<file path="config.mk">
export PLATFORM = sky130hd
export DESIGN_NAME = dec_rv_queue
export DESIGN_NICKNAME = d
export VERILOG_FILES = /design/src/rtl/dec_rv_queue.sv
export SDC_FILE = /design/constraint.sdc
export NUM_CORES = 1
export LEC_CHECK = 0
export CAP_MARGIN = 20
export CORE_MARGIN = 2
export CORE_UTILIZATION = 30
export DETAILED_ROUTE_END_ITERATION = 7
export DONT_BUFFER_PORTS = 1
export GPL_TIMING_DRIVEN = 0
export PLACE_DENSITY = 0.56
export SKIP_LAST_GASP = 1
export SYNTH_ARGS = -nofsm -noshare
export SYNTH_HDL_FRONTEND = slang
export SYNTH_SLANG_ARGS = --single-unit
</file>
<file path="constraint.sdc">
create_clock -name i_clk -period 38.1 [get_ports i_clk]
set_input_delay 3.81 -clock i_clk [delete_from_list [all_inputs] [get_ports i_clk]]
set_output_delay 3.81 -clock i_clk [all_outputs]
set_load 0.005 [all_outputs]
</file>
<file path="src/rtl/dec_rv_queue.sv">
// RV32/RV64 instruction decoder feeding a DEPTH-entry queue of decoded entries.
// Optional DEC_RV_QUEUE_BYPASS_EN: an empty queue shows the incoming decode combinationally.
module dec_rv_queue #(
  parameter int XLEN  = 64,
  parameter int DEPTH = 2
) (
  input  logic                     i_clk,
  input  logic                     i_nrst,
  input  logic                     i_flush,
  input  logic                     i_valid,
  output logic                     o_ready,
  input  logic [XLEN-1:0]          i_pc,
  input  logic [31:0]              i_instr,
  output logic                     o_valid,
  input  logic                     i_ready,
  output logic [XLEN-1:0]          o_pc,
  output logic [31:0]              o_instr,
  output logic [4:0]               o_opcode,
  output logic [5:0]               o_radr1,
  output logic [5:0]               o_radr2,
  output logic [5:0]               o_waddr,
  output logic [11:0]              o_csr_addr,
  output logic [XLEN-1:0]          o_imm,
  output logic                     o_memop_load,
  output logic                     o_memop_store,
  output logic                     o_memop_sign_ext,
  output logic [1:0]               o_memop_size,
  output logic                     o_rv32,
  output logic                     o_unimplemented,
  output logic [$clog2(DEPTH):0]   o_count
);

  localparam int AW = $clog2(DEPTH);
  localparam int CW = AW + 1;

  typedef enum logic [4:0] {
    OP_LOAD     = 5'h00, OP_LOAD_FP  = 5'h01, OP_MISC_MEM = 5'h03, OP_IMM    = 5'h04,
    OP_AUIPC    = 5'h05, OP_IMM_32   = 5'h06, OP_STORE    = 5'h08, OP_STORE_FP = 5'h09,
    OP_AMO      = 5'h0B, OP_OP       = 5'h0C, OP_LUI      = 5'h0D, OP_OP_32  = 5'h0E,
    OP_FP       = 5'h14, OP_BRANCH   = 5'h18, OP_JALR     = 5'h19, OP_JAL    = 5'h1B,
    OP_SYSTEM   = 5'h1C
  } opcode_e;

  typedef enum logic [1:0] {MEMOP_1B = 2'd0, MEMOP_2B = 2'd1, MEMOP_4B = 2'd2, MEMOP_8B = 2'd3} memop_size_e;

  typedef struct packed {
    logic [XLEN-1:0] pc;
    logic [31:0]     instr;
    logic [4:0]      opcode;
    logic [5:0]      radr1;
    logic [5:0]      radr2;
    logic [5:0]      waddr;
    logic [11:0]     csr_addr;
    logic [XLEN-1:0] imm;
    logic            memop_load;
    logic            memop_store;
    logic            memop_sign_ext;
    memop_size_e     memop_size;
    logic            rv32;
    logic            unimplemented;
  } entry_t;

  logic [4:0]    w_op;
  logic [2:0]    w_f3;
  logic [4:0]    w_rd, w_rs1, w_rs2;
  logic          w_known, w_rv64_only, w_illegal;
  logic [31:0]   w_imm32;
  entry_t        w_dec;
  entry_t        w_out;
  logic          w_bypass, w_push, w_pop;

  entry_t        r_mem [DEPTH];
  logic [AW-1:0] r_wr_ptr, r_rd_ptr;
  logic [CW-1:0] r_count;

  assign w_op  = i_instr[6:2];
  assign w_f3  = i_instr[14:12];
  assign w_rd  = i_instr[11:7];
  assign w_rs1 = i_instr[19:15];
  assign w_rs2 = i_instr[24:20];

  // NOTE: every combinational output gets a default first so no path leaves it unassigned (no latch).
  always_comb begin
    w_known = 1'b0;
    case (w_op)
      OP_LOAD, OP_LOAD_FP, OP_MISC_MEM, OP_IMM, OP_AUIPC, OP_IMM_32, OP_STORE, OP_STORE_FP,
      OP_AMO, OP_OP, OP_LUI, OP_OP_32, OP_FP, OP_BRANCH, OP_JALR, OP_JAL, OP_SYSTEM: w_known = 1'b1;
      default: w_known = 1'b0;
    endcase
  end

  assign w_rv64_only = (w_op == OP_IMM_32) || (w_op == OP_OP_32) ||
                       ((w_op == OP_LOAD) && ((w_f3 == 3'd3) || (w_f3 == 3'd6))) ||
                       ((w_op == OP_STORE) && (w_f3 == 3'd3));
  assign w_illegal   = (i_instr[1:0] != 2'b11) || !w_known || ((XLEN == 32) && w_rv64_only);

  always_comb begin
    w_imm32 = '0;
    case (w_op)
      OP_LOAD, OP_LOAD_FP, OP_IMM, OP_IMM_32, OP_JALR:
        w_imm32 = {{20{i_instr[31]}}, i_instr[31:20]};
      OP_STORE, OP_STORE_FP:
        w_imm32 = {{20{i_instr[31]}}, i_instr[31:25], i_instr[11:7]};
      OP_BRANCH:
        w_imm32 = {{19{i_instr[31]}}, i_instr[31], i_instr[7], i_instr[30:25], i_instr[11:8], 1'b0};
      OP_LUI, OP_AUIPC:
        w_imm32 = {i_instr[31:12], 12'b0};
      OP_JAL:
        w_imm32 = {{11{i_instr[31]}}, i_instr[31], i_instr[19:12], i_instr[20], i_instr[30:21], 1'b0};
      default: w_imm32 = '0;
    endcase
  end

  // Bit 5 of a register field selects the FP register file.
  always_comb begin
    w_dec            = '0;
    w_dec.pc         = i_pc;
    w_dec.instr      = i_instr;
    w_dec.opcode     = w_op;
    w_dec.memop_size = MEMOP_1B;
    if (w_illegal) begin
      w_dec.unimplemented = 1'b1;
    end else begin
      if ((w_op != OP_LUI) && (w_op != OP_AUIPC) && (w_op != OP_JAL))
        w_dec.radr1 = {(w_op == OP_FP), w_rs1};
      if ((w_op == OP_STORE) || (w_op == OP_STORE_FP) || (w_op == OP_BRANCH) || (w_op == OP_OP) ||
          (w_op == OP_OP_32) || (w_op == OP_AMO) || (w_op == OP_FP))
        w_dec.radr2 = {(w_op == OP_STORE_FP) || (w_op == OP_FP), w_rs2};
      if ((w_op != OP_STORE) && (w_op != OP_STORE_FP) && (w_op != OP_BRANCH) && (w_op != OP_MISC_MEM))
        w_dec.waddr = {(w_op == OP_LOAD_FP) || (w_op == OP_FP), w_rd};
      w_dec.csr_addr       = i_instr[31:20];
      w_dec.imm            = XLEN'($signed(w_imm32));
      w_dec.memop_load     = (w_op == OP_LOAD) || (w_op == OP_LOAD_FP);
      w_dec.memop_store    = (w_op == OP_STORE) || (w_op == OP_STORE_FP);
      w_dec.memop_sign_ext = w_dec.memop_load && !w_f3[2];
      w_dec.memop_size     = memop_size_e'(w_f3[1:0]);
      w_dec.rv32           = (w_op == OP_IMM_32) || (w_op == OP_OP_32);
    end
  end

`ifdef DEC_RV_QUEUE_BYPASS_EN
  assign w_bypass = (r_count == '0) && i_valid && !i_flush;
`else
  assign w_bypass = 1'b0;
`endif

  assign o_ready = (r_count < CW'(DEPTH));
  assign o_valid = (r_count != '0) || w_bypass;
  // A bypassed instruction consumed the same cycle never occupies a slot.
  assign w_push  = i_valid && o_ready && !i_flush && !(w_bypass && i_ready);
  assign w_pop   = (r_count != '0) && i_ready && !i_flush;

  // NOTE: entry storage has no reset; r_count alone decides which slots hold live data.
  always_ff @(posedge i_clk) begin
    if (w_push) r_mem[r_wr_ptr] <= w_dec;
  end

  // NOTE: sequential state uses non-blocking assignments so every flop samples pre-edge values.
  always_ff @(posedge i_clk or negedge i_nrst) begin
    if (!i_nrst) begin
      r_wr_ptr <= '0;
      r_rd_ptr <= '0;
      r_count  <= '0;
    end else if (i_flush) begin
      r_wr_ptr <= '0;
      r_rd_ptr <= '0;
      r_count  <= '0;
    end else begin
      if (w_push) r_wr_ptr <= r_wr_ptr + AW'(1);
      if (w_pop)  r_rd_ptr <= r_rd_ptr + AW'(1);
      case ({w_push, w_pop})
        2'b10:   r_count <= r_count + CW'(1);
        2'b01:   r_count <= r_count - CW'(1);
        default: r_count <= r_count;
      endcase
    end
  end

  always_comb begin
    w_out            = '0;
    w_out.pc         = '1;
    w_out.instr      = '1;
    w_out.memop_size = MEMOP_1B;
    if (o_valid) w_out = w_bypass ? w_dec : r_mem[r_rd_ptr];
  end

  assign o_pc             = w_out.pc;
  assign o_instr          = w_out.instr;
  assign o_opcode         = w_out.opcode;
  assign o_radr1          = w_out.radr1;
  assign o_radr2          = w_out.radr2;
  assign o_waddr          = w_out.waddr;
  assign o_csr_addr       = w_out.csr_addr;
  assign o_imm            = w_out.imm;
  assign o_memop_load     = w_out.memop_load;
  assign o_memop_store    = w_out.memop_store;
  assign o_memop_sign_ext = w_out.memop_sign_ext;
  assign o_memop_size     = w_out.memop_size;
  assign o_rv32           = w_out.rv32;
  assign o_unimplemented  = w_out.unimplemented;
  assign o_count          = r_count;

endmodule

</file>
Word level (Yosys, flattened, before mapping)
Memories as Yosys holds them, arrays and structs flattened.
Index checks and enable logic that the tools add are counted.
{"block": "word_totals", "regBits": 4, "latch_bits": 0, "ram_bits": 404, "mem_bits_ro": 32, "inputBits": 101, "out_inout_bits": 206, "elab_cells": 81, "n_memories": 2}
{"name": "r_mem", "words": 2, "width": 202, "read_ports": 1, "rd_ports_with_merged_regs": 0, "wr": 1, "line_no": "72", "text": "entry_t r_mem [DEPTH];"}
{"name": "(no name shown)", "words": 32, "width": 1, "read_ports": 1, "rd_ports_with_merged_regs": 0, "wr": 0, "line_no": "85", "text": "case (w_op)"}
{"block": "classes", "add_sub_neg": 4, "mul": 0, "div": 0, "order_cmp": 1, "eq_ne": 24, "n_shift": 0, "mux": 15, "bitwise_logic": 0, "n_reduce_logical": 32}
{"operator": "202-bit two-way mux", "count": 1}
{"operator": "32-bit case mux with 5 select lines", "count": 1}
{"operator": "100-bit two-way mux", "count": 1}
{"operator": "5-bit by 4-bit == test with 1-bit output, second input constant", "count": 6}
{"operator": "5-bit == test, second input constant", "count": 4}
{"operator": "6-bit two-way mux", "count": 3}
{"operator": "5-bit by 3-bit == test with 1-bit output, second input constant", "count": 3}
{"operator": "5-bit by 4-bit inequality test with 1-bit output, second input constant", "count": 3}
{"operator": "1-bit logical OR", "count": 11}
{"operator": "1-bit logical AND", "count": 10}
{"operator": "5-bit inequality test, second input constant", "count": 2}
{"operator": "1-bit two-way mux", "count": 7}
{"operator": "2-bit nonzero test", "count": 3}
{"operator": "5-bit by 1-bit == test with 1-bit output, second input constant", "count": 1}
{"operator": "5-bit logical NOT", "count": 1}
{"operator": "5-bit by 2-bit inequality test with 1-bit output, second input constant", "count": 1}
{"operator": "5-bit by 3-bit inequality test with 1-bit output, second input constant", "count": 1}
{"operator": "5-bit OR reduction", "count": 1}
{"operator": "2-bit case mux with 2 select lines", "count": 1}
{"operator": "2-bit OR reduction", "count": 2}
{"operator": "1-bit logical NOT", "count": 3}
{"operator": "3-bit nonzero test", "count": 1}
{"operator": "1-bit adder, second input constant", "count": 2}
{"operator": "2-bit by 1-bit adder with 2-bit output, second input constant", "count": 1}
{"operator": "other kinds (6)", "count": 6}

Depth between registers and ports, before layout
Gate-level depths: netlist (run 1).
{"block": "logic_depth", "depth_word": 9, "mapped_depth": 7, "mapped_depth_nobuf": 5}

Least setup slack after synthesis (run 1)
Ideal clock, no wire load.
{"block": "synth_timing", "kind": "input -> register", "startpoint": "input port i_valid", "endpoint": "memory r_mem[1][0] in the netlist's numbering (enable)", "setup_ps": 925, "t_arrival_ps": 15884, "required_time_ps": 37175, "setup_slack_ps": 21291, "stages": 2, "n_path_buf": 0, "path_cell_list": "nand2b_1 nor3b_1"}
{"block": "synth_between", "elab_chain_len": 4}
{"item": "start: declaration", "line_no": "10", "text": "input logic i_valid,"}
{"item": "1-bit logical AND (2 in series)", "line_no": "150", "text": "assign w_push = i_valid && o_ready && !i_flush && !(w_bypass && i_ready);"}
{"item": "1-bit two-way mux", "line_no": "155", "text": "if (w_push) r_mem[r_wr_ptr] <= w_dec;"}
{"item": "1-bit two-way mux (implied by the code)", "line_no": "155"}
{"item": "end: declaration", "line_no": "72"}
Every way passes these cells.

Worst setup path after layout (run 1)
{"block": "layout_timing", "startpoint": "register r_count[0], in the netlist o_count[0]", "endpoint": "output port o_imm[36]"}
{"block": "layout_between", "elab_chain_len": 2}
{"item": "start: declaration", "line_no": "74", "text": "logic [CW-1:0] r_count;"}
{"item": "start signal: assignment", "line_no": "172", "text": "2'b10: r_count <= r_count + CW'(1);"}
{"item": "start signal: assignment", "line_no": "173", "text": "2'b01: r_count <= r_count - CW'(1);"}
{"item": "start signal: assignment", "line_no": "174", "text": "default: r_count <= r_count;"}
{"item": "2-bit nonzero test", "line_no": "148", "text": "assign o_valid = (r_count != '0) || w_bypass;"}
{"item": "202-bit two-way mux", "line_no": "184", "text": "if (o_valid) w_out = w_bypass ? w_dec : r_mem[r_rd_ptr];"}
{"item": "end: declaration", "line_no": "23", "text": "output logic [XLEN-1:0] o_imm,"}
Every way passes these cells.

==> impl_results.md, run 1 <==
* Post-synthesis compound-gate area fraction at 2.55%
* Syn nets at a little over 1000
* # hold bufs at CTS at 0
* Final worst path period share at between 10% and 20%
* DRT iter0 DRCs at 370
* Setup crit end: o_imm[36]
* Largest family of logic cells by synthesized area: multiplexers
* Crit path DAT at 2.90 ns
* Syn Inst Count at 927
* Setup tns final at 0 ns
* Die X at between 200 and 250 um
* Pleak at 5.19 nW
* Fin util at ~36%
* RR Endpoint: r_mem[1][106]
* Critical path origin: o_count[0]
* CP required at around 34 ns
* Initial Utilization at 30.5%
* Combinational cell fraction of total power at 8.6%
* Total power at 0.847 mW
* Final #Nets at between 1000 and 1500
* Fmax at 149 MHz
* Slowest stage delay, CP at about 0.6 ns
* Ys flop type: edfxtp_1
* CTS tree: done
* Worst setup SP type: flip-flop
* Core area at 45500 um^2
* Endpoints failing setup at 0
* Post-synthesis sequential area ratio at 72.2%
* P&R area growth vs syn at 17.5%
* Critical path class: reg -> out
* First-pass GRT wire length at 48.9 mm
* Worst r2r src: o_count[1]
* WL per Instance at 21.3 um
* HP Class: reg -> reg
* Critical path endpoint category: output port
* Clk_lat worst skew at 0.55 ns
* Slowest cell on crit path: buf_1
* Yosys warnings at 0
* Largest net degree at the start of global routing at 34
* Post-Synthesis Cell Area at 13900 um^2
* Share of cells above drive strength 1 at 17.8%
* Worst slew pin tran at between 0.9 and 1 ns
* GP Congestion at 0.787
* Net Sw Frac at 22.7%
* H-tree depth at 2
* Max-capacitance violation count at 0
* Post-detail-place hpwl at 25.6 mm
* Crit-path cells: nor2_1 > clkbuf_1 > buf_1 > nor2_2 > buf_8 > buf_4
* N_diodes at 0
* PwrDens at 52.0 nW/um^2
* Sink Count at 334
* First drt pass iteration count at 5
* Grt ovf at 0
* Switching power total at 0.192 mW
* EDFF count, synth at 330
* Fraction of the mapped netlist area in simple logic gates at 9.11%
* Post-Synth Adder-Cell Area at 0%
* Fill cells at 4379
* Status: finished, final reports clean
* FF-to-FF setup slack at 35.48 ns
* Die area at around 48000 um^2
* Drt drc at 0
* Post-Syn Area per Cell at ~15 um^2
* Clock root buffer: clkbuf_16
* Vias in the first global route at 7456
* Post_cts resized at 0
* Fin. max-slew vios at 0
* P_int at 0.655 mW
* Final min period at 6.71 ns
* Worst-path fanout max at 33
* Reg clk slew, reported paths at 0.06 ns
* CTS max path bufs at 3
* Reg2Reg Depth at 6
* Post-route cell area at 16300 um^2
* Max-slew headroom at 36.4%
* RSZ-0062 raised after global routing: false
* Initial antenna violation count at 0
* Area post-placement at 15100 um^2
* Netlist cell types at 44
* Inserted Clock Buffers at 38
* Post-synthesis mux area share at 12.0%
* #FFs+latches synth at 334
* Routed Wire Length at 34.7 mm
* Asr flop ratio synth at 1.20%
* Proportion of power drawn by flip-flops and latches at roughly half
* Clock Power Share at 41.4%
* Row cnt at 78
* Die height at 219 um
* Peak supply drop at 0.0000365 V
* ANT nets after route at 0
* Average via count per standard cell at 4.63
* Routed via count at 7549
* Ports at 307
* Final hold violations at 0
* Post-CTS setup buffers at 0
* Total Routing Usage GR at 14.1%
* Post-synthesis xor/xnor area fraction at 0.253%
* Port bufs at 0
* Final Skew at 0.0158 ns
## worst max-delay path, delay by kind of cell (launching register included)
family        cells  cell delay [ns]
buf+inv           4             1.47
simple gates      2             0.41
flops             1             0.48
## cell type report
class	count	area, um^2	area share (%)
clock buffer	49	1060	6.48
tap	600	751	4.61
clock inverter	18	146	0.899
buffer	87	507	3.11
timing repair buffer	38	458	2.81
inverter	7	26.3	0.161
sequential	334	10000	61.5
multi-input combinational	499	3330	20.5
## how the worst min path moves through the flow
stage | cells past startpoint | startpoint | end | slack (ns)
after global routing | 2 | r_wr_ptr | r_wr_ptr | 0.67
after detailed placement | 2 | r_wr_ptr | r_wr_ptr | 0.58
after global placement | 2 | r_wr_ptr | r_wr_ptr | 0.54
after CTS | 2 | r_wr_ptr | r_wr_ptr | 0.60
after floorplan | 2 | r_wr_ptr | r_wr_ptr | 0.52
final | 2 | r_wr_ptr | r_wr_ptr | 0.61
## per-layer routing
| metal | wire length, um | GRT usage (%) | vias up |
|---|---|---|---|
| met5 | 0 | 0 | - |
| met4 | 705 | 3.74 | 0 |
| met3 | 3750 | 6.42 | 46 |
| met2 | 16400 | 23.1 | 268 |
| met1 | 13800 | 16.8 | 3724 |
| li1 | - | - | 3511 |
## cells by family (layout without fill, tap and decap cells)
group,Yosys count,after routing
flops,334,334
compound gates,49,49
xor+xnor,4,4
mux,166,166
simple gates,280,280
buf+inv,94,199
## power by group through the flow
stage | Sequential, mW | Clock [mW] | Combinational (mW)
3_3_place_gp | 0.442 | 0 | 0.0688
5_1_grt | 0.425 | 0.377 | 0.0805
2_1_floorplan | 0.437 | 0 | 0.0489
3_5_place_dp | 0.431 | 0 | 0.0748
4_1_cts | 0.424 | 0.363 | 0.0750
6_report | 0.424 | 0.351 | 0.0728
## state kept, by name (all words and copies together) (netlist names)
| signal | flops |
|---|---|
| r_rd_ptr | 1 |
| o_count | 2 |
| r_mem | 330 |
| r_wr_ptr | 1 |
## Yosys cell counts (all sizes together), types with 5 or more instances
cell,n,area share [%]
clkbuf,17,0.46
a22oi,5,0.27
and3,7,0.32
a21oi,25,1.3
inv,7,0.19
nor3b,14,0.76
mux2i,165,12
o21ai,8,0.34
nor2,89,2.5
buf,70,3.2
nand3,9,0.32
edfxtp,330,71
and2,21,0.95
nand2,115,3.1
nor3,8,0.29
## placed cells by master (no fill, tap or decap), types with 6 or more instances in the layout
| master | n |
|---|---|
| nor2_1 | 84 |
| nand3_1 | 9 |
| nand2_1 | 115 |
| nor3_1 | 7 |
| clkbuf_16 | 41 |
| buf_1 | 7 |
| nor3b_1 | 13 |
| and3_1 | 7 |
| buf_8 | 8 |
| mux2i_1 | 165 |
| inv_1 | 6 |
| clkbuf_1 | 25 |
| buf_4 | 33 |
| buf_6 | 33 |
| a21oi_1 | 11 |
| and2_1 | 21 |
| edfxtp_1 | 330 |
| buf_2 | 27 |
| clkinv_1 | 6 |
| a21oi_2 | 14 |
## per-stage QoR
| stage | hold WS [ns] | setup WS [ns] | instances |
|---|---|---|---|
| 2_1_floorplan | 0.519 | 21.29 | 927 |
| 3_3_place_gp | 0.538 | 13.14 | 1527 |
| 3_5_place_dp | 0.584 | 31.86 | 1565 |
| 4_1_cts | 0.604 | 31.26 | 1632 |
| 5_1_grt | 0.667 | 31.12 | 1632 |
| 6_report | 0.605 | 31.39 | 1632 |
No activity file was read; power rests on OpenSTA's default activity.
==> run 2, diff against run 1 <==
==> constraint.sdc (replaced) <==
create_clock -name i_clk -period 6.5 [get_ports i_clk]
set_input_delay 0.65 -clock i_clk [delete_from_list [all_inputs] [get_ports i_clk]]
set_output_delay 0.65 -clock i_clk [all_outputs]
set_load 0.005 [all_outputs]
==> run 2 against run 1 <==
Compared with the run above: die area stayed put; global-route usage up 0.30 points; first-iteration DRC count rose by 44%; power rose to 6.1 times the previous value; sequential share of layout area shrank 0.53 points; critical path type unchanged.
==> impl_results.md, run 2 (synthesis gave the netlist of run 1 again) <==
* Max-slew headroom at roughly 38%
* Post-Layout Cell Count at ~1600
* Reg2Reg Depth at 5
* Inserted Clock Buffers at 38
* First-pass GRT wire length at around 50 mm
* RSZ-0062 raised after global routing: false
* CTS max path bufs at 3
* Critical path origin: o_count[0]
* Die height at 219 um
* Post-detail-place hpwl at ~26 mm
* Fill cells at 4412
* Die X at 219 um
* Worst-path fanout max at 33
* Initial Utilization at 30.5%
* Drt drc at 0
* Critical path class: reg -> out
* Die area at 47900 um^2
* Worst setup SP type: flip-flop
* Crit path DAT at around 2.8 ns
* Peak supply drop at 0.000232 V
* Hold Startpoint: i_flush
* HP Class: in -> reg
* ANT nets after route at 0
* Row cnt at 78
* Final min period at about 3.5 ns
* Post-route cell area at 16400 um^2
* FF-to-FF setup slack at 3.93 ns
* RR Endpoint: r_mem[1][129]
* Core area at around 45000 um^2
* Worst slew pin tran at 0.933 ns
* Total Routing Usage GR at between 10% and 20%
* Total power at 5.15 mW
* PwrDens at 314 nW/um^2
* Pleak at 5.22 nW
* Post-CTS setup buffers at 0
* Share of cells above drive strength 1 at 16.8%
* Largest net degree at the start of global routing at 34
* Sink Count at ~330
* Final Skew at around 0.013 ns
* Critical path endpoint category: output port
* First drt pass iteration count at 4
* Routed Wire Length at 35.5 mm
* Average via count per standard cell at 4.66
* Initial antenna violation count at 0
* CP required at 5.85 ns
* H-tree depth at 2
* Most common cell after layout, fill and taps aside: edfxtp_1
* Reg clk slew, reported paths at ~0.06 ns
* Vias in the first global route at 7558
* Port bufs at 0
* P&R area growth vs syn at 18.5%
* Ports at 307
* Most frequent cells in the layout: edfxtp_1 (330), mux2i_1 (165), nand2_1 (115), nor2_1 (84), clkbuf_16 (39)
* Routed via count at 7547
* Number of flip-flops in the largest register at 330
* Clock root buffer: clkbuf_16
* Final #Nets at approximately 1100
* WL per Instance at ~22 um
* Clk_lat worst skew at 0.54 ns
* Fmax at 288 MHz
* Placed cells at 1549
* DRT iter0 DRCs at 531
* Worst r2r src: o_count[1]
* Status: finished, final reports clean
* Endpoints failing setup at 0
* Setup crit end: o_imm[32]
* GP Congestion at slightly below 0.8
* Final hold violations at 0
* Fin util at 36.1%
* Register bank with the most flops: r_mem
* CTS tree: done
* Final worst path period share at 53.4%
* WHS at approximately 0.16 ns
* Area post-placement at 15100 um^2
* Fin. max-slew vios at 0
* Grt ovf at 0
* Max-capacitance violation count at 0
-- run 2: cell count changes in the layout (fill, tap and decap cells not counted), sizes merged, moves of 2 or more --
| cell | previous run | this run |
|---|---|---|
| buf | 108 | 92 |
| bufinv | 2 | 7 |
| clkinv | 11 | 6 |
| clkinvlp | 4 | 2 |
-- run 2: where the power goes --
| group | leakage, nW | switching, mW | total (mW) | internal (mW) |
|---|---|---|---|---|
| Combinational | 1.56 | 0.280 | 0.437 | 0.157 |
| Clock | 0.626 | 0.846 | 2.23 | 1.39 |
| Sequential | 3.03 | 0.0207 | 2.48 | 2.46 |
-- run 2: layout make-up --
class	instances	area [um^2]	share of cell area (%)
clock inverters	17	280	1.71
flip-flops and latches	334	10000	60.9
diodes	1	2.50	0.0152
well taps	600	751	4.57
inverters	7	26.3	0.160
multi-input cells	499	3340	20.4
plain buffers	87	507	3.08
repair buffers	23	490	2.99
clock buffers	50	1020	6.19
-- run 2: through the flow --
step	TNS (ns)	setup slack (ns)
floorplan	0	0.991
global placement	-491.44	-1.74
detailed placement	0	3.43
CTS	0	2.81
global route	0	2.70
finish	0	3.03
-- run 2: repair_timing --
item	4_1_cts	5_1_grt
endpoints found under the hold margin	4	0
hold buffers	1	0
resized for setup	0	0
endpoints found under the setup margin	0	0
-- run 2: critical path, stage by stage (launching register included) --
cell,delay [ns]
dfrtp_1,0.48
nor2_1,0.27
clkbuf_1,0.51
buf_1,0.54
nor2_2,0.11
buf_8,0.19
buf_4,0.15
-- run 2: worst min-delay path by stage --
stage                  to  slack (ns)  cells after the start
2_1_floorplan  o_count[0]        0.35                      0
3_5_place_dp   o_count[1]        0.35                      0
3_3_place_gp   o_count[0]        0.35                      0
4_1_cts          r_wr_ptr        0.12                      1
5_1_grt          r_wr_ptr        0.12                      1
6_report         r_wr_ptr        0.16                      1
-- run 2: layer usage --
| layer | routed length (um) | track usage [%] |
|---|---|---|
| met3 | 3660 | 6.31 |
| met2 | 16500 | 23.1 |
| met1 | 14600 | 17.8 |
| met5 | 0 | 0 |
| met4 | 749 | 3.72 |
==> run 3, diff against run 2 <==
--- a/config.mk
+++ b/config.mk
@@ -11,7 +11,7 @@
 export DETAILED_ROUTE_END_ITERATION = 7
 export DONT_BUFFER_PORTS = 1
 export GPL_TIMING_DRIVEN = 0
-export PLACE_DENSITY = 0.56
+export PLACE_DENSITY = 0.57
 export SKIP_LAST_GASP = 1
 export SYNTH_ARGS = -nofsm -noshare
 export SYNTH_HDL_FRONTEND = slang
==> constraint.sdc (replaced) <==
create_clock -name i_clk -period 2.9 [get_ports i_clk]
set_input_delay 0.29 -clock i_clk [delete_from_list [all_inputs] [get_ports i_clk]]
set_output_delay 0.29 -clock i_clk [all_outputs]
set_load 0.005 [all_outputs]
==> run 3 against run 2 <==
Compared with the run above: register-to-register slack worse by 3.5 ns; sequential share of layout area down 3.1 points; sequential power up 120%; hold slack worse by 0.13 ns; clock skew up 0.0011 ns; clock-buffer cell count down 4; critical endpoint is now o_imm[34]; combinational power rose to 2.6 times the previous value; wire length up 5.7%; die area unchanged; first-iteration DRC count down 5.6%; largest cell class unchanged.
==> impl_results.md, run 3 (synthesis gave the netlist of run 1 again) <==
* Max-capacitance violation count at 0
* Clock root buffer: clkbuf_16
* Row cnt at 78
* Crit-path cells: clkbuf_1 > clkbuf_4 > buf_2 > mux2i_1 > nor2_2 > buf_8 > buf_4
* Status: finished, final reports clean
* WHS at 0.0381 ns
* Max-slew headroom at 40.6%
* RSZ-0062 raised after global routing: false
* Initial Utilization at between 30% and 40%
* Crit path DAT at 2.39 ns
* Worst-path fanout max at 33
* Post-CTS setup buffers at 0
* ANT nets after route at 0
* HP Class: in -> async
* Worst r2r src: o_count[1]
* Setup tns final at 0 ns
* Average via count per standard cell at between 4 and 5
* Final hold violations at 0
* Routed Wire Length at 37.5 mm
* FF-to-FF setup slack at 0.39 ns
* Critical path endpoint category: output port
* CP required at 2.61 ns
* Reg2Reg Depth at 6
* Initial antenna violation count at 1
* Pleak at between 5 and 6 nW
* Fin. max-slew vios at 0
* Family with the most delay on the worst path: buffers and inverters
* GP Congestion at 0.757
* Sink Count at between 300 and 400
* First-pass GRT wire length at 52.1 mm
* Ports at 307
* Most frequent cells in the layout: edfxtp_1 (330), mux2i_1 (165), nand2_1 (115), dlygate4sd3_1 (100), nor2_1 (83)
* Share of cells above drive strength 1 at 15.6%
* Final min period at 2.68 ns
* Number of flip-flops in the largest register at 330
* WL per Instance at 21.9 um
* Most common cell after layout, fill and taps aside: edfxtp_1
* Slowest stage delay, CP at 0.36 ns
* Routed via count at between 7000 and 8000
* Clk_lat worst skew at 0.54 ns
* CTS max path bufs at 3
* Final Skew at 0.0143 ns
* Total power at 11.3 mW
* Endpoints failing setup at 0
* Port bufs at 0
* Critical path class: reg -> out
* Core area at 45500 um^2
* Die height at roughly 220 um
* Final #Nets at 1190
* Fill cells at around 4300
* Reg clk slew, reported paths at 0.06 ns
* Final worst slack at 0.223 ns
* Fmax at ~370 MHz
* Final worst path period share at 92.3%
* PwrDens at 652 nW/um^2
* Worst setup SP type: flip-flop
* RR Endpoint: r_mem[0][130]
* DRT iter0 DRCs at 501
* P&R area growth vs syn at 24.9%
* Peak supply drop at between 0.0004 and 0.0005 V
* Fin util at 38.1%
* Post-detail-place hpwl at 25.5 mm
* Grt ovf at 0
* Inserted Clock Buffers at 37
* Register bank with the most flops: r_mem
* Vias in the first global route at 7777
* Drt drc at 0
* Die area at between 40000 and 50000 um^2
* CTS tree: done
* Slowest cell on crit path: buf_2
* First drt pass iteration count at 7
* Dpl ws at 0.0684 ns
* Die X at about 220 um
* Buffers & Inverters on Critical Path at 5
* Worst slew pin tran at 0.888 ns
* Total Routing Usage GR at 15.1%
* H-tree depth at 2
* Largest net degree at the start of global routing at 34
[run 3: routing by layer]
| layer | vias to the layer above | global-route usage [%] | part of all wire, % |
|---|---|---|---|
| met2 | 299 | 24.9 | 48 |
| met1 | 3963 | 18.1 | 40 |
| li1 | 3676 | - | - |
| met3 | 52 | 6.21 | 10 |
| met5 | - | 0 | 0.035 |
| met4 | 2 | 4.05 | 2.2 |
[run 3: repair_timing]
| action | CTS | global route |
|---|---|---|
| resized for setup | 6 | 4 |
| hold buffers | 100 | 0 |
| gates cloned | 0 | 0 |
| endpoints found under the setup margin | 172 | 52 |
| hold endpoints to repair | 265 | 0 |
[run 3: report_power, final]
part	internal [mW]	switching, mW	leakage [nW]
combinational	0.442	0.687	2.00
sequential	5.52	0.0476	3.03
clock	2.71	1.87	0.567
[run 3: worst max-delay path by stage]
stage / depth (start not counted) / startpoint / slack (ns) / end
CTS: 6 / o_count[0] / 0.008 / o_imm[34]
global route: 7 / r_rd_ptr / 0.02 / o_imm[34]
finish: 7 / r_rd_ptr / 0.22 / o_imm[34]
detailed placement: 6 / o_count[0] / 0.07 / o_imm[34]
floorplan: 2 / o_count[1] / -2.31 / r_mem[1][0]
global placement: 2 / o_count[1] / -4.97 / r_mem[1][130]
[run 3: layout make-up]
type / count / area [um^2] / share of cell area, %
inverter: 7 / 26.3 / 0.152
buffer: 87 / 519 / 3.00
tap: 600 / 751 / 4.34
timing repair buffer: 123 / 1480 / 8.57
clock buffer: 46 / 960 / 5.54
clock inverter: 20 / 209 / 1.21
antenna: 1 / 2.50 / 0.0145
sequential: 334 / 10000 / 57.8
multi-input combinational: 499 / 3350 / 19.4
[run 3: worst register-to-register path: stages, from the launching register on]
cell and delay (ns):
dfrtp_1 0.47, nand2b_4 0.22, nor3_4 0.69, buf_8 0.29, buf_16 0.19, buf_16 0.17
buf_16 0.18
[run 3: per-stage QoR]
stage / instances / instance area [um^2]
finish: 1717 / 17300
global route: 1717 / 17300
CTS: 1716 / 17300
detailed placement: 1550 / 15100
global placement: 1527 / 14600
floorplan: 927 / 13900
